$ cat src/rtl/csr_mmio_arbiter.sv
// csr_mmio_arbiter
// Shares one Avalon-MM CSR target between two requesters (req0 = host MMIO,
// req1 = ASP management). Round-robin grant, one command outstanding, read
// data routed only to the issuing requester, and a read timeout that
// synthesizes BADADDR_DATA so every accepted read completes.
//
// Ports:
//   clk, reset_n                 clock, async active-low reset
//   reqN_address/read/write/
//     writedata                  requester N command inputs (N = 0,1)
//   reqN_waitrequest             low = command accepted this cycle (combinational)
//   reqN_readdata/readdatavalid  registered read response to requester N
//   csr_address/read/write/
//     writedata                  registered command to the target
//   csr_waitrequest              target backpressure
//   csr_readdata/readdatavalid   target read response
//   timeout_count                saturating count of synthesized responses
module csr_mmio_arbiter #(
  parameter int unsigned          ADDR_W       = 16,
  parameter int unsigned          DATA_W       = 64,
  parameter int unsigned          RD_TIMEOUT   = 256,
  parameter logic [DATA_W-1:0]    BADADDR_DATA = 64'hBAADBEEF_DEADBEEF
) (
  input  logic              clk,
  input  logic              reset_n,

  input  logic [ADDR_W-1:0] req0_address,
  input  logic              req0_read,
  input  logic              req0_write,
  input  logic [DATA_W-1:0] req0_writedata,
  output logic              req0_waitrequest,
  output logic [DATA_W-1:0] req0_readdata,
  output logic              req0_readdatavalid,

  input  logic [ADDR_W-1:0] req1_address,
  input  logic              req1_read,
  input  logic              req1_write,
  input  logic [DATA_W-1:0] req1_writedata,
  output logic              req1_waitrequest,
  output logic [DATA_W-1:0] req1_readdata,
  output logic              req1_readdatavalid,

  output logic [ADDR_W-1:0] csr_address,
  output logic              csr_read,
  output logic              csr_write,
  output logic [DATA_W-1:0] csr_writedata,
  input  logic              csr_waitrequest,
  input  logic [DATA_W-1:0] csr_readdata,
  input  logic              csr_readdatavalid,

  output logic [15:0]       timeout_count
);

  typedef enum logic [1:0] {IDLE, ISSUE, RD_WAIT} state_t;

  localparam logic [15:0] TIMER_LAST = 16'(RD_TIMEOUT - 1);

  state_t              state_q, state_d;
  logic [ADDR_W-1:0]   addr_q, addr_d;
  logic [DATA_W-1:0]   wdata_q, wdata_d;
  logic                rd_q, rd_d;
  logic                wr_q, wr_d;
  logic                last_q, last_d;
  logic                owner_q, owner_d;
  logic [15:0]         timer_q, timer_d;
  logic [15:0]         tcnt_q, tcnt_d;
  logic                rv0_q, rv0_d;
  logic                rv1_q, rv1_d;
  logic [DATA_W-1:0]   rdata0_q, rdata0_d;
  logic [DATA_W-1:0]   rdata1_q, rdata1_d;

  logic                pend0, pend1;
  logic                grant_vld;
  logic                grant_idx;
  logic                sel_read;

  // Grant decision: only in IDLE; on contention the requester not granted
  // last time wins.
  always_comb begin
    pend0     = req0_read | req0_write;
    pend1     = req1_read | req1_write;
    grant_vld = (state_q == IDLE) && (pend0 || pend1);
    grant_idx = (pend0 && pend1) ? ~last_q : pend1;
  end

  // Gated with reset_n so no command is accepted while reset is asserted.
  assign req0_waitrequest = ~(reset_n & grant_vld & ~grant_idx);
  assign req1_waitrequest = ~(reset_n & grant_vld &  grant_idx);

  always_comb begin
    state_d  = state_q;
    addr_d   = addr_q;
    wdata_d  = wdata_q;
    rd_d     = rd_q;
    wr_d     = wr_q;
    last_d   = last_q;
    owner_d  = owner_q;
    timer_d  = timer_q;
    tcnt_d   = tcnt_q;
    rv0_d    = 1'b0;
    rv1_d    = 1'b0;
    rdata0_d = rdata0_q;
    rdata1_d = rdata1_q;
    sel_read = grant_idx ? req1_read : req0_read;

    unique case (state_q)
      IDLE: begin
        if (grant_vld) begin
          owner_d = grant_idx;
          last_d  = grant_idx;
          addr_d  = grant_idx ? req1_address   : req0_address;
          wdata_d = grant_idx ? req1_writedata : req0_writedata;
          // Read takes priority if a requester illegally raises both.
          rd_d    = sel_read;
          wr_d    = ~sel_read;
          state_d = ISSUE;
        end
      end

      ISSUE: begin
        if (!csr_waitrequest) begin
          if (rd_q) begin
            rd_d    = 1'b0;
            timer_d = '0;
            state_d = RD_WAIT;
          end else begin
            wr_d    = 1'b0;
            state_d = IDLE;
          end
        end
      end

      RD_WAIT: begin
        timer_d = timer_q + 16'd1;
        // Real data takes precedence over a timeout in the same cycle.
        if (csr_readdatavalid) begin
          if (owner_q) begin
            rdata1_d = csr_readdata;
            rv1_d    = 1'b1;
          end else begin
            rdata0_d = csr_readdata;
            rv0_d    = 1'b1;
          end
          state_d = IDLE;
        end else if (timer_q == TIMER_LAST) begin
          if (owner_q) begin
            rdata1_d = BADADDR_DATA;
            rv1_d    = 1'b1;
          end else begin
            rdata0_d = BADADDR_DATA;
            rv0_d    = 1'b1;
          end
          if (tcnt_q != 16'hFFFF) tcnt_d = tcnt_q + 16'd1;
          state_d = IDLE;
        end
      end

      default: state_d = IDLE;
    endcase
  end

  always_ff @(posedge clk or negedge reset_n) begin
    if (!reset_n) begin
      state_q  <= IDLE;
      addr_q   <= '0;
      wdata_q  <= '0;
      rd_q     <= 1'b0;
      wr_q     <= 1'b0;
      last_q   <= 1'b1;
      owner_q  <= 1'b0;
      timer_q  <= '0;
      tcnt_q   <= '0;
      rv0_q    <= 1'b0;
      rv1_q    <= 1'b0;
      rdata0_q <= '0;
      rdata1_q <= '0;
    end else begin
      state_q  <= state_d;
      addr_q   <= addr_d;
      wdata_q  <= wdata_d;
      rd_q     <= rd_d;
      wr_q     <= wr_d;
      last_q   <= last_d;
      owner_q  <= owner_d;
      timer_q  <= timer_d;
      tcnt_q   <= tcnt_d;
      rv0_q    <= rv0_d;
      rv1_q    <= rv1_d;
      rdata0_q <= rdata0_d;
      rdata1_q <= rdata1_d;
    end
  end

  assign csr_address        = addr_q;
  assign csr_read           = rd_q;
  assign csr_write          = wr_q;
  assign csr_writedata      = wdata_q;
  assign req0_readdata      = rdata0_q;
  assign req0_readdatavalid = rv0_q;
  assign req1_readdata      = rdata1_q;
  assign req1_readdatavalid = rv1_q;
  assign timeout_count      = tcnt_q;

endmodule

$ cat config.mk
export PLATFORM = sky130hd
export DESIGN_NAME = csr_mmio_arbiter
export DESIGN_NICKNAME = d
export VERILOG_FILES = /design/src/rtl/csr_mmio_arbiter.sv
export SDC_FILE = /design/constraint.sdc
export NUM_CORES = 1
export LEC_CHECK = 0
export CORE_AREA = 4 4 175 177
export DETAILED_ROUTE_END_ITERATION = 8
export DIE_AREA = 0 0 179 181
export PLACE_DENSITY = 0.7
export SYNTH_ARGS = -nofsm -noshare
export SYNTH_HDL_FRONTEND = slang
export SYNTH_SLANG_ARGS = --single-unit
$ cat constraint.sdc
create_clock -name clk -period 4.4 [get_ports clk]
set_clock_uncertainty 0.2 [all_clocks]
set_input_delay 1.1 -clock clk [delete_from_list [all_inputs] [get_ports clk]]
set_output_delay 1.1 -clock clk [all_outputs]
set_load 0.05 [all_outputs]
; Word-level counts from Yosys, hierarchy flattened
; Cells that the tools add are included.
; Widths: inputs -> output; s select.
[word_totals]
out_inout_bits = 230
wordCells = 87
reg_bits = 248
input_bits = 232
[classes]
mux = 36
reduce_logical = 15
eq_ne = 9
add_sub_neg = 2
bitwise = 12
[ops]
columns = op, count
row1 = $mux 64, 9
row2 = $mux 16, 3
row3 = $add 16x1->16 const B, 2
row4 = $pmux 16 s2, 1
row5 = $eq 16x8->1 const B, 1
row6 = $ne 16x16->1 const B, 1
row7 = $mux 1, 15
row8 = $reduce_and 3->1, 5
row9 = $mux 2, 5
row10 = $ne 2x2->1 const B, 4
row11 = $reduce_and 4->1, 2
row12 = $not 1->1, 7
row13 = $pmux 2 s3, 1
row14 = $reduce_bool 2->1, 3
row15 = $pmux 1 s2, 2
row16 = $and 1x1->1, 3
row17 = $ne 3x3->1 const B, 1
row18 = $eq 2x1->1 const B, 1
row19 = $eq 2x2->1 const B, 1
row20 = $logic_and 1x1->1, 2
row21 = $logic_not 2->1, 1
row22 = $or 1x1->1, 2
row23 = $reduce_and 2->1, 1
row24 = $logic_or 1x1->1, 1

; Longest topological paths before layout
[logic_depth]
depth_word = 7
ltp_mapped = 9
depth_no_buf = 7

; Worst setup path after synthesis
; Ideal clock, no wire load.
[synth_timing]
path_kind = input to output
from = in req1_write
to = out req0_waitrequest
path_slack_ps = 505
path_buffers = 2
cell_stages = 5
arrival_ps = 2595
required_time_ps = 3100
cell_sequence = nor4_1 nor3_1 buf_2 buf_2 nand3_1
[synth_via]
elab_chain_len = 6
elab_cells_between_ends = 9
cone_classes = mux: 1 / bitwise: 5 / reduce/logical: 3
[synth_lines]
columns = element, line
row1 = "start, declared", 37  ; input logic req1_write,
row2 = $or 1x1->1 (*), 81  ; pend1 = req1_read | req1_write;
row3 = $logic_or 1x1->1 or $logic_and 1x1->1 (tied branches), "82, 83"
row4 = $logic_and 1x1->1 or $mux 1 (tied branches), "82, 83"
row5 = $and 1x1->1 or $not 1->1 (tied branches), 87  ; assign req0_waitrequest = ~(reset_n & grant_vld & ~grant_idx);
row6 = $and 1x1->1 (*), 87
row7 = $not 1->1 (*), 87
row8 = "end, declared", 31  ; output logic req0_waitrequest,
; Every way passes the cells marked *; elsewhere a longest branch is shown, timed or not.

; Final worst setup path
; Ends and elaborated chain as after synthesis.

==> flow_summary.ini <==
[outcome]
status = complete, no violations

[yosys]
synth_edf_count = 0
synth_mux_area_frac = 0.00110
synth.ff_latch_count = 248
yosysTopAreaCell = dfrtp_1
synth_compound_gate_area_share = 0.187
syn_area_sq_mm = 0.0102
yosys.area_share.simple = 0.143
synth_top_cell_area_share = 0.603
synth_nets = 1181
synthCells = 947
synth_top_family_by_area = compound AO/OA/AOI/OAI gates
synthXorXnorAreaFrac = 0.0239
synth-seq-area-share = 0.606
syn_avg_cell_area_sq_um = 10.8
synth.distinct_cells = 43
yosysWarningCount = 0
synthArstFlopShare = 1.00
synth.area.top_cells = dfrtp_1 60%, o32a_1 9.2%, nand2_1 7.1%, a31oi_1 4.9%, nor2_1 3.6%
synth_fa_ha_area_frac = 0.00244
ys.flop_type = dfrtp_1

[flow_run]
drv_cap = 0

[place]
post-dp-hpwl_mm = 27.0
portBuffers = 461
pre_cts_slack_ns = 0.446
gp_congestion = 0.881

[timing]
setup_slack_ns = 0.433
rsz0062_at_grt = false
final_max_slew_viol_count = 0
period_share = 0.902
finalHoldWorstSlack_ns = 0.254
worstMarginPinSlew_ns = 0.928
finalSetupViolCount = 0
period_needed_ns = 3.97
slew_headroom = 0.381
clock.fmax_mhz = 252
timing.setup.tns_ns = 0
finalHoldViolations = 0

[floorplanning]
rows = 63
die_area_sq_mm = 0.0324
core-area_sq_mm = 0.0292
die_h_um = 181
pin_count = 462
die_x_um = 179
start_util = 0.350

[power_and_ir_drop]
p_per_area_mw_per_mm2 = 839
switching_share = 0.482
seqPwrFrac = 0.286
p_total_w = 0.0135
p_comb_frac = 0.549
intPower_w = 0.00697
netSwitchingPower_w = 0.00650
power_frac_clock = 0.165
leakage_nw = 6.54
peakVddDrop_uv = 825

[detailed_routing]
num_vias = 9296
detail-route-antenna-nets = 0
routed_wl_mm = 37.4
drt-wirelength-per-cell_um = 20.9
drc = 0
drt_iter0_drc = 499
viasPerCell = 5.18
first_pass_iters = 5

[finish]
fin_nets = 1612
drive_gt1_frac = 0.0573
fin_util = 0.549
regArea_sq_mm = 0.00621
multi_input_area_sq_mm = 0.00368
area_growth_pct = 56.7
fill_cells = 2559

[setup_path]
crit_slowest_cell = o21ai_4
crit_required_ns = 3.10
max_stage_delay_ns = 0.61
endpoint_kind = primary output
crit_path_start_kind = input pin
critPathMaxFanout = 25
arrival_ns = 2.67
path_cells = clkdlybuf4s50_1 -> o21ai_4 -> nand3_1 -> buf_12
path_class = input pin to primary output

[global_route]
grt_use_total = 0.221
grt_pass1_vias = 9280
grt_antenna_before_repair = 9
grt_overflow = 0
grt_pass1_wl_mm = 56.3
grt_max_degree = 91

[clock_network]
post_cts_buffers = 0
cts_buffers = 27
cts.sinks = 248
clock-root-buffer = clkbuf_16
cts.path.max_buffers = 3
clk_pin_slew_ns = 0.06
postCtsResizedCells = 0
htree_levels = 1
clk-insertion-delay-late_ns = 0.53
cts_tree = yes
hold_buffers = 0

[min_path]
hp-class = input pin to async pin
-- layout make-up --
type | instances | share of cell area
clock buffer | 36 | 0.0461
sequential | 248 | 0.387
tap | 390 | 0.0304
clock inverter | 11 | 0.00694
multi-input combinational | 613 | 0.229
inverter | 10 | 0.00234
antenna | 7 | 0.00109
timing repair buffer | 478 | 0.297
-- logic make-up (layout without fill, tap and decap cells) --
kind of cell | Yosys count | after routing
multiplexers | 1 | 1
XOR/XNOR | 28 | 28
adder cells (fa/ha/maj) | 2 | 2
flip-flops | 248 | 248
buffers and inverters | 86 | 535
AO/OA/AOI/OAI | 231 | 231
AND/OR/NAND/NOR | 351 | 351
other | 0 | 7
-- routing by layer --
metal,global-route usage,up-vias,share of wire
met2,0.368,371,0.49
met1,0.269,4557,0.38
met4,0.0626,4,0.022
met5,0,-,0.00091
met3,0.0804,50,0.11
li1,-,4314,-
-- cells in the final DEF, fill, tap and decap left out, types with 6 or more instances in the layout --
master and n:
clkdlybuf4s50_1 458, dfrtp_1 246, nand2_1 194, nor2_1 98, o32a_1 94, a31oi_1 81, o2bb2ai_1 34, clkbuf_16 27
xnor2_1 19, buf_4 17, nand3_1 14, nand4_1 10, xor2_1 9, nor3_1 9, o21ai_0 8, diode_2 7
clkinv_2 7, nor4_1 6, inv_1 6, clkbuf_1 6
-- synth_stat cells (4+ instances only) --
cell type,n
a21oi_1,4
a31oi_1,81
and3_1,4
buf_2,15
buf_4,7
clkbuf_1,51
dfrtp_1,247
inv_1,7
nand2_1,195
nand2b_1,4
nand3_1,14
nand4_1,10
nor2_1,99
nor3_1,10
nor4_1,6
o21ai_0,9
o2bb2ai_1,34
o32a_1,94
xnor2_1,19
xor2_1,9
-- critical path: cells and delay by family --
kind | cells | cell delay [ns]
buffers and inverters | 2 | 0.70
AO/OA/AOI/OAI | 1 | 0.61
AND/OR/NAND/NOR | 1 | 0.25
-- through the flow --
| step | instances | instance area, sq um |
|---|---|---|
| 2_1_floorplan | 947 | 10200 |
| 3_3_place_gp | 1739 | 15200 |
| 3_5_place_dp | 1739 | 15200 |
| 4_1_cts | 1786 | 16000 |
| 5_1_grt | 1793 | 16100 |
| 6_report | 1793 | 16100 |
-- path summary, 6_finish.rpt --
kind	from	depth (start not counted)	end	slack, ns
hold reg to reg	req0_readdata[20]	1	req0_readdata[20]	0.29
hold / removal	reset_n	1	csr_writedata[14]	0.25
min in group clk	req0_readdata[20]	1	req0_readdata[20]	0.29
setup / recovery	req1_write	4	req0_waitrequest	0.43
max in group asynchronous	reset_n	3	req0_readdata[57]	1.98
setup reg to reg	timer_q[12]	5	req1_readdata[34]	1.70
-- power by group through the flow --
stage	Combinational [W]	Clock, W	Sequential, W
finish	0.00739	0.00222	0.00386
detailed placement	0.00743	0	0.00387
global placement	0.00739	0	0.00386
CTS	0.00745	0.00228	0.00386
global route	0.00775	0.00237	0.00399
floorplan	0.00158	0	0.00696
-- sequential cells by signal, indices dropped and copies added, names as in the netlist --
signal              count
req0_readdata          64
req1_readdatavalid      1
state_q                 2
timer_q                16
timeout_count          16
csr_read                1
csr_address            16
last_q                  1
owner_q                 1
csr_write               1
req1_readdata          64
req0_readdatavalid      1
csr_writedata          64
No activity file was read; power rests on OpenSTA's default activity.
